`src/rtl/regfile_uart_dump_if.sv`:
```
// Bus between the register-file dump engine and its surroundings: dump control,
// RAM read port and the serial TX line.
interface regfile_uart_dump_if;
  logic       start;
  logic [7:0] first_addr;
  logic [7:0] last_addr;
  logic [7:0] mem_addr;
  logic [7:0] mem_data;
  logic       txd;
  logic       busy;
  logic       done;

  // The dump engine.
  modport slave (
    input  start, first_addr, last_addr, mem_data,
    output mem_addr, txd, busy, done
  );

  // Whatever requests dumps and serves the RAM read port.
  modport master (
    output start, first_addr, last_addr, mem_data,
    input  mem_addr, txd, busy, done
  );
endinterface

```
`src/rtl/regfile_uart_dump.sv`:
```
// Streams RAM[first..last] (8-bit wrapping) over UART 8N1 as "AA:DD\r\n" lines,
// uppercase hex, characters back-to-back within a line.
module regfile_uart_dump #(
  parameter int unsigned ClksPerBit = 434
) (
  input logic               clk,
  input logic               reset,
  regfile_uart_dump_if.slave bus
);

  localparam logic [15:0] BitEnd = 16'(ClksPerBit - 1);

  typedef enum logic [1:0] {StIdle, StFetch, StLatch, StSend} state_e;

  state_e      state_q, state_d;
  logic [7:0]  addr_q, addr_d;
  logic [7:0]  last_q, last_d;
  logic [7:0]  data_q, data_d;
  logic [15:0] clk_cnt_q, clk_cnt_d;
  logic [3:0]  bit_idx_q, bit_idx_d;
  logic [2:0]  char_idx_q, char_idx_d;
  logic        done_q, done_d;

  logic        bit_end, char_end, line_end;
  logic [7:0]  cur_char;
  logic [9:0]  frame;

  function automatic logic [7:0] hex_char(input logic [3:0] n);
    return (n < 4'd10) ? (8'h30 + {4'h0, n}) : (8'h37 + {4'h0, n});
  endfunction

  assign bit_end  = (clk_cnt_q == BitEnd);
  assign char_end = bit_end && (bit_idx_q == 4'd9);
  assign line_end = char_end && (char_idx_q == 3'd6);

  always_ff @(posedge clk or negedge reset) begin
    if (!reset) begin
      state_q    <= StIdle;
      addr_q     <= 8'h00;
      last_q     <= 8'h00;
      data_q     <= 8'h00;
      clk_cnt_q  <= 16'h0;
      bit_idx_q  <= 4'h0;
      char_idx_q <= 3'h0;
      done_q     <= 1'b0;
    end else begin
      state_q    <= state_d;
      addr_q     <= addr_d;
      last_q     <= last_d;
      data_q     <= data_d;
      clk_cnt_q  <= clk_cnt_d;
      bit_idx_q  <= bit_idx_d;
      char_idx_q <= char_idx_d;
      done_q     <= done_d;
    end
  end

  always_comb begin
    state_d = state_q;
    unique case (state_q)
      StIdle:  if (bus.start) state_d = StFetch;
      StFetch: state_d = StLatch;
      StLatch: state_d = StSend;
      StSend:  if (line_end) state_d = (addr_q == last_q) ? StIdle : StFetch;
      default: state_d = StIdle;
    endcase
  end

  always_comb begin
    addr_d     = addr_q;
    last_d     = last_q;
    data_d     = data_q;
    clk_cnt_d  = clk_cnt_q;
    bit_idx_d  = bit_idx_q;
    char_idx_d = char_idx_q;
    done_d     = 1'b0;
    unique case (state_q)
      StIdle: begin
        if (bus.start) begin
          addr_d = bus.first_addr;
          last_d = bus.last_addr;
        end
      end
      StLatch: begin
        data_d     = bus.mem_data;
        clk_cnt_d  = 16'h0;
        bit_idx_d  = 4'h0;
        char_idx_d = 3'h0;
      end
      StSend: begin
        clk_cnt_d = bit_end ? 16'h0 : clk_cnt_q + 16'h1;
        if (bit_end) bit_idx_d = char_end ? 4'h0 : bit_idx_q + 4'h1;
        if (char_end) char_idx_d = line_end ? 3'h0 : char_idx_q + 3'h1;
        if (line_end) begin
          if (addr_q == last_q) done_d = 1'b1;
          else                  addr_d = addr_q + 8'h01;
        end
      end
      default: ;
    endcase
  end

  always_comb begin
    cur_char = 8'h0A;
    unique case (char_idx_q)
      3'd0:    cur_char = hex_char(addr_q[7:4]);
      3'd1:    cur_char = hex_char(addr_q[3:0]);
      3'd2:    cur_char = 8'h3A;
      3'd3:    cur_char = hex_char(data_q[7:4]);
      3'd4:    cur_char = hex_char(data_q[3:0]);
      3'd5:    cur_char = 8'h0D;
      default: cur_char = 8'h0A;
    endcase
    // Stop bit, data LSB first, start bit.
    frame        = {1'b1, cur_char, 1'b0};
    bus.txd      = (state_q == StSend) ? frame[bit_idx_q] : 1'b1;
    bus.busy     = (state_q != StIdle);
    bus.done     = done_q;
    bus.mem_addr = addr_q;
  end

endmodule

```
`src/flat_wrapper.sv`:
```
// flat-port wrapper written by rule: the top's interface ports become plain ports
module regfile_uart_dump_flat 
#(
  parameter int unsigned ClksPerBit = 434
)
  (clk, reset, bus_start, bus_first_addr, bus_last_addr, bus_mem_data, bus_mem_addr, bus_txd, bus_busy, bus_done);
  regfile_uart_dump_if bus_i ();
  input logic clk;
  input logic reset;
  input wire logic [$bits(bus_i.start)-1:0] bus_start;
  input wire logic [$bits(bus_i.first_addr)-1:0] bus_first_addr;
  input wire logic [$bits(bus_i.last_addr)-1:0] bus_last_addr;
  input wire logic [$bits(bus_i.mem_data)-1:0] bus_mem_data;
  output wire logic [$bits(bus_i.mem_addr)-1:0] bus_mem_addr;
  output wire logic [$bits(bus_i.txd)-1:0] bus_txd;
  output wire logic [$bits(bus_i.busy)-1:0] bus_busy;
  output wire logic [$bits(bus_i.done)-1:0] bus_done;
  assign bus_i.start = bus_start;
  assign bus_i.first_addr = bus_first_addr;
  assign bus_i.last_addr = bus_last_addr;
  assign bus_i.mem_data = bus_mem_data;
  assign bus_mem_addr = bus_i.mem_addr;
  assign bus_txd = bus_i.txd;
  assign bus_busy = bus_i.busy;
  assign bus_done = bus_i.done;
  regfile_uart_dump #(.ClksPerBit(ClksPerBit)) u_core (.clk(clk), .reset(reset), .bus(bus_i));
endmodule
```
`config.mk`:
```
export PLATFORM = sky130hd
export DESIGN_NAME = regfile_uart_dump_flat
export DESIGN_NICKNAME = d
export VERILOG_FILES = /design/src/rtl/regfile_uart_dump_if.sv /design/src/rtl/regfile_uart_dump.sv /design/src/flat_wrapper.sv
export SDC_FILE = /design/constraint.sdc
export NUM_CORES = 1
export LEC_CHECK = 0
export BUFFER_PORTS_ARGS = -buffer_cell sky130_fd_sc_hd__buf_2
export CAP_MARGIN = 20
export CELL_PAD_IN_SITES_DETAIL_PLACEMENT = 1
export CELL_PAD_IN_SITES_GLOBAL_PLACEMENT = 1
export CORE_UTILIZATION = 45
export DETAILED_ROUTE_END_ITERATION = 6
export PLACE_DENSITY_LB_ADDON = 0.1
export SETUP_SLACK_MARGIN = 0.1
export SLEW_MARGIN = 0
export SYNTH_ARGS = -nofsm -noshare
export SYNTH_HDL_FRONTEND = slang
export SYNTH_SLANG_ARGS = --single-unit
```
`constraint.sdc`:
```
create_clock -name clk -period 3.3 [get_ports clk]
set_input_delay 0.99 -clock clk [delete_from_list [all_inputs] [get_ports clk]]
set_output_delay 0.99 -clock clk [all_outputs]
set_load 0.005 [all_outputs]
```
==> run_results.csv <==
group,metric,value,unit
finish,finalNonFillerCells,528,
setup_path,reg2reg_to,"u_core.bus.mem_addr[4]",
yosys,ys_ff_latch,50,
power,ir_worst_vdd,0.2850,mV
finish,multi_input_area,2093,sq um
routing,vias_per_cell,5.845,
sta,finClkSkew,0.01574,ns
setup_path,worst_setup_path_end_kind,"primary output",
clock_network,cts_tree,"done",
global_route,grt_pass1_wl,15.86,mm
power,comb_power_share,53.9,%
die,die-height,88.28,microns
clock_network,clock_sinks,50,
die,core_area,7214,sq um
routing,vias,3086,
yosys,synth_nets,419,
power,internal-power,1.779,mW
sta,finalCritPeriodShare,97.39,%
die,rows,31,
clock_network,clk_path_buf_depth,2,
setup_path,crit_required,2.31,ns
global_route,antenna_found_initial,0,
yosys,yosysUniqueCellTypes,57,
clock_network,numCtsBuffers,5,
worst_hold_path,min_from,"u_core.clk_cnt_q[9]",
yosys,yosysWarningCount,0,
clock_network,htreeDepth,2,
global_route,grt_pass1_vias,3220,
finish,areaGrowthSynthToFinish,20.73,%
yosys,syn_avg_cell_area,8.956,sq um
setup_path,reg2regPathDepth,7,
placement,io_buffers,37,
clock_network,insertion_delay,0.31,ns
setup_path,r2r_slack,0.86,ns
worst_hold_path,worstHoldPathType,"reg -> reg",
sta,hold_viol_final,0,
routing,drc_errors,0,
routing,first_iter_violations,150,
die,dieArea,7792,sq um
power,p_total,3.216,mW
yosys,synth-edff-count,0,
clock_network,clkTransAtPathRegs,0.10,ns
sta,fmax,311.2,MHz
power,p_per_area,795.3,nW/um^2
setup_path,path_class,"reg -> out",
sta,tightest_slew,0.6523,ns
setup_path,cp.arrival,2.22,ns
power,seqPwrFrac,31.1,%
flow_run,maxCapViolCount,0,
finish,fin_util,56.05,%
setup_path,reg2reg_from,"u_core.bit_idx_q[0]",
finish,num_antenna_cells,0,
power,power_leakage,1.744,nW
power,clkPwrFrac,15.0,%
finish,seq_area,1254,sq um
placement,place_inst,510,
routing,finalWirelength,9.568,mm
global_route,grt-ovfl-total,0,
die,dieWidth,88.28,microns
setup_path,crit_fanout,4,
clock_network,cts_hold_buf,0,
worst_hold_path,holdPathStages,1,
routing,wire_per_inst,18.12,microns
finish,drive_above_1_share,26.81,%
sta,setup_viol,0,
routing,drt-pass1-iter-count,4,
yosys,async_reset_ff_share,100.0,%
yosys,yosysSeqAreaShare,37.36,%
clock_network,clockRootBuffer,"clkbuf_8",
finish,fill_cells,858,
worst_hold_path,min_delay_worst_endpoint,"u_core.clk_cnt_q[9]",
sta,relSlewSlack,56.35,%
run_status,status,"finished, final reports clean",
placement,dp_hpwl,6.885,mm
power,power.switching,1.437,mW
sta,rsz0062_at_grt,"true",
global_route,groute.usage.overall,26.19,%
setup_path,cp-start-kind,"flop",
yosys,syn-cell-area,3349,sq um
routing,postRouteAntennaNets,0,
die,start_util,46.43,%
sta,post-route-min-period,3.214,ns
sta,slew_viol_final,0,
yosys,ys.flop_type,"dfrtp_1",
yosys,synth_cells,374,
power,p_sw_share,44.69,%
finish,finish.net_count,473,
placement,place_congestion,0.8411,
die,num_io_pins,38,
global_route,grt_max_degree,22,
## how the worst max path moves through the flow
stage | depth (start not counted) | endpoint | from
3_5_place_dp | 8 | bus_txd | u_core.char_idx_q[0]
2_1_floorplan | 9 | bus_txd | u_core.bus.mem_addr[1]
4_1_cts | 9 | bus_txd | u_core.bus.mem_addr[0]
6_report | 9 | bus_txd | u_core.char_idx_q[1]
3_3_place_gp | 8 | bus_txd | u_core.char_idx_q[0]
5_1_grt | 9 | bus_txd | u_core.bus.mem_addr[0]
## cell families (layout without fill, tap and decap cells)
logic type	Yosys count	count (layout)	share of synthesized area (%)
adders and majority gates	18	18	6.724
muxes	17	17	5.603
and+or+nand+nor	129	129	21.63
AOI/OAI and AO/OA	112	112	20.96
buffers and inverters	35	90	4.333
xor gates and xnor gates	13	13	3.399
DFF	50	50	37.36
## through the flow
step	instance area [sq um]	TNS [ns]	worst slack, ns	hold slack [ns]
after global placement	3705	0	0.2626	0.4866
after global routing	4044	-0.006860	-0.006860	0.5485
final	4044	0	0.08629	0.5158
after floorplan	3349	0	0.4361	0.4591
after CTS	4026	0	0.09098	0.5098
after detailed placement	3705	0	0.2015	0.4974
## sequential cells by signal, summed over array words and instances, names as in the netlist
signal and cells:
u_core.bit_idx_q 4, u_core.bus.done 1, u_core.bus.mem_addr 8, u_core.char_idx_q 3, u_core.clk_cnt_q 16, u_core.data_q 8, u_core.last_q 8, u_core.state_q 2
## power groups by stage
stage	Sequential, mW	Combinational, mW	Clock (mW)
floorplan	0.963	1.15	0
CTS	0.992	1.72	0.496
global route	1.03	1.92	0.514
global placement	1.00	1.56	0
detailed placement	1.02	1.61	0
finish	1.00	1.73	0.482
## cell type report
class / instances / share of cell area [%]
multi-input combinational: 289 / 51.76
sequential: 50 / 31.00
timing repair buffer: 63 / 9.406
tap: 99 / 3.063
clock buffer: 6 / 2.042
inverter: 19 / 1.764
clock inverter: 2 / 0.9592
## Yosys cell counts (all sizes together), types with 4 or more instances
cell type  count  area [sq um]
a21oi         17         85.08
a31oi          4         25.02
and3           8         50.05
and4           4         35.03
and4b          4         40.04
buf            8         43.79
clkbuf         8         30.03
dfrtp         50          1251
ha            18         225.2
inv           18         67.56
mux2          14         157.6
nand2         39         146.4
nand2b         6         37.54
nand3         15         75.07
nor2          23         86.33
nor2b          7         43.79
nor3           7         35.03
nor4           4         55.05
o211ai         5         37.54
o21ai         51         255.3
o31ai          9         67.56
xor2          10         87.58
## worst max-delay path, stage by stage (launching register included)
cell     delay, ns
dfrtp_1       0.43
inv_2         0.11
ha_2          0.19
buf_4         0.15
nor4_4        0.05
buf_4         0.14
a211o_1       0.29
nor4_2        0.25
o32a_1        0.19
buf_2         0.12
## cells in the final DEF (no fill, tap or decap), types with 5 or more instances in the layout
cell / n
xor2_1: 10
ha_1: 11
nor2b_1: 5
nand2b_1: 5
and3_1: 8
nor3_1: 7
mux2_2: 13
a21oi_1: 16
buf_2: 37
inv_1: 14
o21ai_0: 33
o211ai_1: 5
nor2_1: 23
o31ai_1: 9
dfrtp_1: 48
o21ai_1: 18
nand3_1: 15
nand2_1: 38
buf_4: 26
clkbuf_8: 6
## layer usage
| layer | global-route usage [%] | share of wire (%) |
|---|---|---|
| met1 | 32.00 | 44 |
| met2 | 47.48 | 52 |
| met3 | 3.172 | 1.8 |
| met4 | 9.091 | 2.7 |
| met5 | 0 | 0 |
## what timing repair did
item / CTS / global route
buffers inserted: 10 / 0
cloned: 0 / 0
hold endpoints to repair: 0 / 0
setup endpoints to repair: 1 / 1
pin swaps: 9 / 1
gates resized for setup: 30 / 6
Note: power is estimated with default switching activity, not from simulation.
